### src/rtl/fetch_sequencer_pkg.sv
// Shared types and constants for the fetch sequencer slice.
package fetch_sequencer_pkg;

   // Sequencer states.
   typedef enum logic [1:0] {
      ST_BOOT  = 2'd0,
      ST_RUN   = 2'd1,
      ST_HALT  = 2'd2,
      ST_FAULT = 2'd3
   } state_t;

   // Redirect kinds as presented by branch/jump resolution.
   localparam logic [1:0] KIND_BRANCH = 2'b00;
   localparam logic [1:0] KIND_JUMP   = 2'b01;
   localparam logic [1:0] KIND_JR     = 2'b10;
   localparam logic [1:0] KIND_RSVD   = 2'b11;

   // Instruction field positions.
   localparam int OP_MSB    = 31;
   localparam int OP_LSB    = 26;
   localparam int JADDR_MSB = 25;
   localparam int JADDR_LSB = 0;
   localparam int IMM_MSB   = 15;
   localparam int IMM_LSB   = 0;

   // Opcode that parks the sequencer unless overridden.
   localparam logic [5:0] DEFAULT_HALT_OPCODE = 6'h3F;

endpackage

### src/rtl/fetch_sequencer_redirect_target_calc.sv
// Combinational redirect target computation for branch, jump and jr.
module redirect_target_calc
   import fetch_sequencer_pkg::*;
(
   input  logic [1:0]                   kind,
   input  logic [31:0]                  redirect_pc,
   input  logic [IMM_MSB:IMM_LSB]       imm16,
   input  logic [JADDR_MSB:JADDR_LSB]   jaddr,
   input  logic [31:0]                  reg_value,
   output logic [31:0]                  target,
   output logic                         reserved
);

   logic [31:0] seq_pc;
   logic [31:0] branch_offset;

   // Branches and jumps are relative to the instruction after the redirecting one.
   assign seq_pc        = redirect_pc + 32'd4;
   assign branch_offset = {{14{imm16[IMM_MSB]}}, imm16, 2'b00};

   // Select the target by kind; the reserved kind yields no usable target.
   always_comb begin
      target   = seq_pc;
      reserved = 1'b0;
      case (kind)
         KIND_BRANCH: target = seq_pc + branch_offset;
         KIND_JUMP:   target = {seq_pc[31:28], jaddr, 2'b00};
         KIND_JR:     target = reg_value;
         default: begin
            target   = seq_pc;
            reserved = 1'b1;
         end
      endcase
   end

endmodule

### src/rtl/fetch_sequencer.sv
// Program counter owner: fetches from a combinational instruction memory into a
// single-entry fetch register, applies redirects, and detects halt and faults.
module fetch_sequencer
   import fetch_sequencer_pkg::*;
#(
   parameter int          MEM_BYTES   = 256,
   parameter logic [31:0] RESET_PC    = 32'h0000_0000,
   parameter logic [5:0]  HALT_OPCODE = DEFAULT_HALT_OPCODE
)
(
   input  logic         clk,
   input  logic         reset,
   input  logic         start,
   output logic [31:0]  imem_pc,
   input  logic [31:0]  imem_instruction,
   output logic         out_valid,
   input  logic         out_ready,
   output logic [31:0]  out_instruction,
   output logic [31:0]  out_pc,
   input  logic         redirect_valid,
   input  logic [1:0]   redirect_kind,
   input  logic [31:0]  redirect_pc,
   input  logic [15:0]  redirect_imm16,
   input  logic [25:0]  redirect_jaddr,
   input  logic [31:0]  redirect_reg,
   output logic         halt,
   output logic         fault,
   output logic [31:0]  fault_pc
);

   // Highest PC from which a full word can still be fetched.
   localparam logic [31:0] LAST_FETCH_PC = 32'(MEM_BYTES - 4);

   state_t      state_reg, state_next;
   logic [31:0] pc_reg, pc_next;
   logic        out_valid_reg, out_valid_next;
   logic [31:0] out_instruction_reg, out_instruction_next;
   logic [31:0] out_pc_reg, out_pc_next;
   logic        halt_reg, halt_next;
   logic        fault_reg, fault_next;
   logic [31:0] fault_pc_reg, fault_pc_next;

   logic [31:0] redirect_target;
   logic        redirect_reserved;
   logic        pc_bad;
   logic        is_halt_op;

   redirect_target_calc u_target (
      .kind        (redirect_kind),
      .redirect_pc (redirect_pc),
      .imm16       (redirect_imm16),
      .jaddr       (redirect_jaddr),
      .reg_value   (redirect_reg),
      .target      (redirect_target),
      .reserved    (redirect_reserved)
   );

   assign pc_bad     = (pc_reg[1:0] != 2'b00) || (pc_reg > LAST_FETCH_PC);
   assign is_halt_op = (imem_instruction[OP_MSB:OP_LSB] == HALT_OPCODE);

   // State and fetch-register update; reset discards held and pending work.
   always_ff @(posedge clk) begin
      if (reset) begin
         state_reg           <= ST_BOOT;
         pc_reg              <= RESET_PC;
         out_valid_reg       <= 1'b0;
         out_instruction_reg <= 32'h0;
         out_pc_reg          <= 32'h0;
         halt_reg            <= 1'b0;
         fault_reg           <= 1'b0;
         fault_pc_reg        <= 32'h0;
      end else begin
         state_reg           <= state_next;
         pc_reg              <= pc_next;
         out_valid_reg       <= out_valid_next;
         out_instruction_reg <= out_instruction_next;
         out_pc_reg          <= out_pc_next;
         halt_reg            <= halt_next;
         fault_reg           <= fault_next;
         fault_pc_reg        <= fault_pc_next;
      end
   end

   // Next-state: redirect beats load; a load either faults, halts or advances.
   always_comb begin
      state_next           = state_reg;
      pc_next              = pc_reg;
      out_valid_next       = out_valid_reg;
      out_instruction_next = out_instruction_reg;
      out_pc_next          = out_pc_reg;
      halt_next            = halt_reg;
      fault_next           = fault_reg;
      fault_pc_next        = fault_pc_reg;

      case (state_reg)
         ST_BOOT: begin
            if (start) begin
               state_next = ST_RUN;
            end
         end

         ST_RUN, ST_HALT: begin
            if (redirect_valid) begin
               out_valid_next = 1'b0;
               halt_next      = 1'b0;
               if (redirect_reserved) begin
                  state_next    = ST_FAULT;
                  fault_next    = 1'b1;
                  fault_pc_next = redirect_pc;
               end else begin
                  state_next = ST_RUN;
                  pc_next    = redirect_target;
               end
            end else if (state_reg == ST_HALT) begin
               // Parked: only drain the held instruction.
               if (out_ready) begin
                  out_valid_next = 1'b0;
               end
            end else if (!out_valid_reg || out_ready) begin
               if (pc_bad) begin
                  state_next     = ST_FAULT;
                  fault_next     = 1'b1;
                  fault_pc_next  = pc_reg;
                  out_valid_next = 1'b0;
               end else begin
                  out_instruction_next = imem_instruction;
                  out_pc_next          = pc_reg;
                  out_valid_next       = 1'b1;
                  if (is_halt_op) begin
                     state_next = ST_HALT;
                     halt_next  = 1'b1;
                  end else begin
                     pc_next = pc_reg + 32'd4;
                  end
               end
            end
         end

         default: begin
            // FAULT is sticky until reset.
         end
      endcase
   end

   assign imem_pc         = pc_reg;
   assign out_valid       = out_valid_reg;
   assign out_instruction = out_instruction_reg;
   assign out_pc          = out_pc_reg;
   assign halt            = halt_reg;
   assign fault           = fault_reg;
   assign fault_pc        = fault_pc_reg;

endmodule

### config.mk
export PLATFORM = sky130hd
export DESIGN_NAME = fetch_sequencer
export DESIGN_NICKNAME = d
export VERILOG_FILES = /design/src/rtl/fetch_sequencer_pkg.sv /design/src/rtl/fetch_sequencer_redirect_target_calc.sv /design/src/rtl/fetch_sequencer.sv
export SDC_FILE = /design/constraint.sdc
export NUM_CORES = 1
export LEC_CHECK = 0
export CORE_ASPECT_RATIO = 0.5
export CORE_UTILIZATION = 51
export CTS_CLUSTER_SIZE = 28
export DETAILED_ROUTE_END_ITERATION = 10
export GPL_ROUTABILITY_DRIVEN = 0
export PLACE_DENSITY_LB_ADDON = 0.2
export SLEW_MARGIN = 15
export SYNTH_ARGS = -nofsm -noshare
export SYNTH_HDL_FRONTEND = slang
export SYNTH_HIERARCHICAL = 1
export SYNTH_SLANG_ARGS = --single-unit
### constraint.sdc
create_clock -name clk -period 8.1 [get_ports clk]
set_input_delay 1.62 -clock clk [delete_from_list [all_inputs] [get_ports clk]]
set_output_delay 1.62 -clock clk [all_outputs]
set_load 0.02 [all_outputs]
==> results.yml <==
synthesis:
  synth-edff-count: 0
  syn_area_per_cell_um2: 8.77
  synth_seq_cells: 133
  yosysMostFrequentCell: "dfxtp_1"
  yosysTopAreaCell: "dfxtp_1"
  synthTopCellsByCount: "133 x dfxtp_1, 128 x nand2_1, 89 x a21oi_1, 53 x clkbuf_1, 43 x nor2_1"
  synth_area_leaders: "dfxtp_1 31%, mux4_2 6.8%, nand2_1 5.6%, ha_1 5.5%, a21oi_1 5.2%"
  yosysUniqueCellTypes: 73
  syn_nets: 1163
  ys.flop_type: "dfxtp_1"
  synth_cells: 979
  netlist.area_leader.share_pct: 31.0
  yosys_warnings: 6
  synthArstFlopShare_pct: 0
  syn_area_um2: 8580
  ys_seq_area_share_pct: 31.0
cts:
  clk_latency_ns: 0.42
  htreeDepth: 4
  holdBufCountCts: 0
  clk_pin_slew_ns: 0.06
  cts_buffers: 17
  cts_num_sinks: 133
  cts_root_buf: "clkbuf_16"
  cts_tree: "done"
  clockBufferDepth: 2
  cts.repair_timing.setup_buffer_count: 0
  cts_resized: 0
hold_path:
  hp-class: "flip-flop to flip-flop"
status:
  status: "finished clean"
floorplan:
  num_rows: 33
  die_x_um: 185
  floorplan.initialDensity_pct: 52.4
  io_pins: 276
  die_area_um2: 17400
  core_area_um2: 16400
  die_h_um: 93.7
timing:
  rsz0062_at_grt: "false"
  slew_viol_final: 0
  worstMarginPinSlew_ns: 1.03
  setup_viol: 0
  fin_tns_setup_ns: 0
  max_freq_ghz: 0.173
  min_period_over_period_pct: 71.2
  min_period_ns: 5.76
  relSlewSlack_pct: 31.1
  setup_ws_ns: 2.34
  hold_violations: 0
  skew_ns: 0.00889
drt:
  wirelength_met1_um: 11700
  routed.top_layer: "met4"
  drc: 0
  wl_per_cell_um: 19.4
  wl_um: 28300
  num_vias: 8756
  vias_per_cell: 6.02
  wl_met3_um: 2960
  ant_nets: 0
  drtIter0Drc: 719
  dr_wl_met2_um: 12700
  dr.pass1.iters: 5
global_route:
  grt_pass1_vias: 8079
  antenna_found_initial: 0
  grt_max_degree: 82
  grt_pass1_wl_um: 43000
  grt_usage_pct: 32.1
  grt_overflow: 0
final_layout:
  fin_util_pct: 73.3
  antenna_cells: 0
  area_delta_synth_final_pct: 39.9
  final_cell_count_no_fill: 1454
  drive_gt1_share_pct: 10.7
  nets: 1398
critical_path:
  critPathLaunchType: "primary input"
  slowest_stage: "clkdlybuf4s50_1"
  path_max_fanout: 8
  cp_top_family: "compound AO/OA/AOI/OAI gates"
  endpoint_kind: "flip-flop"
  crit_type: "primary input to flip-flop"
  worst-path-buf-inv: 2
  required_ns: 8.44
  cp_slowest_stage_delay_ns: 0.61
  crit_chain: "clkdlybuf4s50_1 -> nand4_1 -> nor4_1 -> inv_1 -> nor3_2 -> xor2_1 -> ha_1 -> a21oi_1 -> o21ai_1 -> a31oi_1 -> nor4_2 -> a2111oi_2 -> a211oi_1 -> xor2_1 -> mux2i_1 -> o221a_1 -> nand4_1 -> a21oi_1"
  cp.arrival_ns: 6.10
placed_design:
  dp.cells: 1422
  port_buffers: 275
  dp_slack_ns: 2.08
  dp_hpwl_um: 21000
flow_run:
  drv_cap: 0
power_and_ir_drop:
  power.leakage_nw: 4.40
  power_density_nw_per_um2: 233
  peakVddDrop_uv: 214
-- stage by stage --
| stage | hold slack, ns | instance area (µm²) | total power, mW |
|---|---|---|---|
| global route | 0.466 | 12000 | 2.92 |
| global placement | 0.437 | 11400 | 1.97 |
| CTS | 0.453 | 12000 | 2.79 |
| finish | 0.449 | 12000 | 2.80 |
| floorplan | 0.468 | 8580 | 1.56 |
| detailed placement | 0.443 | 11400 | 2.00 |
-- power by group --
group	internal, mW	switching, mW
combinational	0.501	0.669
clock	0.468	0.326
sequential	0.756	0.0829
total	1.73	1.08
-- worst reg2reg max path, cell delays in order (launching register included) --
cell and delay [ns]:
dfxtp_1 0.35, inv_1 0.06, ha_1 0.27, buf_4 0.37
inv_1 0.45, or4_2 1.15, nand2_1 0.19, a21oi_1 0.09
-- final timing paths --
check / start / end / slack [ns] / cells after the start
max reg2reg: state_reg[1]$_SDFFE_PP0P_ / out_instruction[14]$_SDFFE_PP0P_ / 5.05 / 7
min reg2reg: out_pc[3]$_SDFFE_PP0P_ / out_pc[3]$_SDFFE_PP0P_ / 0.45 / 2
min: out_pc[3]$_SDFFE_PP0P_ / out_pc[3]$_SDFFE_PP0P_ / 0.45 / 2
max: redirect_pc[6] / imem_pc[31]$_SDFFE_PP0P_ / 2.34 / 18
-- cells by family after synthesis --
family | Yosys count | share of synthesized area [%]
xor+xnor | 55 | 5.61
compound gates | 244 | 20.7
flops | 133 | 31.0
fa+ha+maj | 39 | 5.77
mux | 70 | 12.0
simple gates | 348 | 20.6
buf+inv | 90 | 4.34
-- layer usage --
metal	vias up	track usage (%)
li1	4049	-
met1	4143	42.1
met2	492	51.0
met3	72	7.64
met4	0	12.9
met5	-	0
-- layout make-up --
cell class,instances,area [µm²]
clock buffer,17,425
clock inverter,15,181
fill,1195,4380
inverter,21,78.8
multi-input combinational,756,5560
sequential,133,2660
tap,227,284
timing repair buffer,285,2820
-- layout by cell type (no fill, tap or decap), types with 3 or more instances in the layout --
cell	synthesis	final
a211oi_1	9	9
o21ai_1	14	14
and3_1	11	11
a31oi_1	11	11
o21bai_1	6	6
a21o_1	13	13
xnor2_1	34	34
o21ai_0	25	25
nor4_2	5	6
a22o_1	4	4
nor3_1	39	39
buf_4	0	11
nand2_1	128	128
a21oi_2	4	4
mux2i_1	42	42
inv_1	20	20
nand4_1	28	28
nor2_1	43	42
clkbuf_16	0	17
ha_1	38	38
nand3b_1	5	5
mux4_2	26	26
clkdlybuf4s50_1	0	273
o31ai_1	8	8
xor2_1	21	21
nand3_1	29	29
a311oi_1	3	3
inv_6	0	6
nand2b_1	6	6
a21oi_1	89	89
a211oi_2	31	31
inv_8	0	4
dfxtp_1	133	133
and2_1	31	31
nor4_1	5	4
Power figures use the tool's default switching activity.
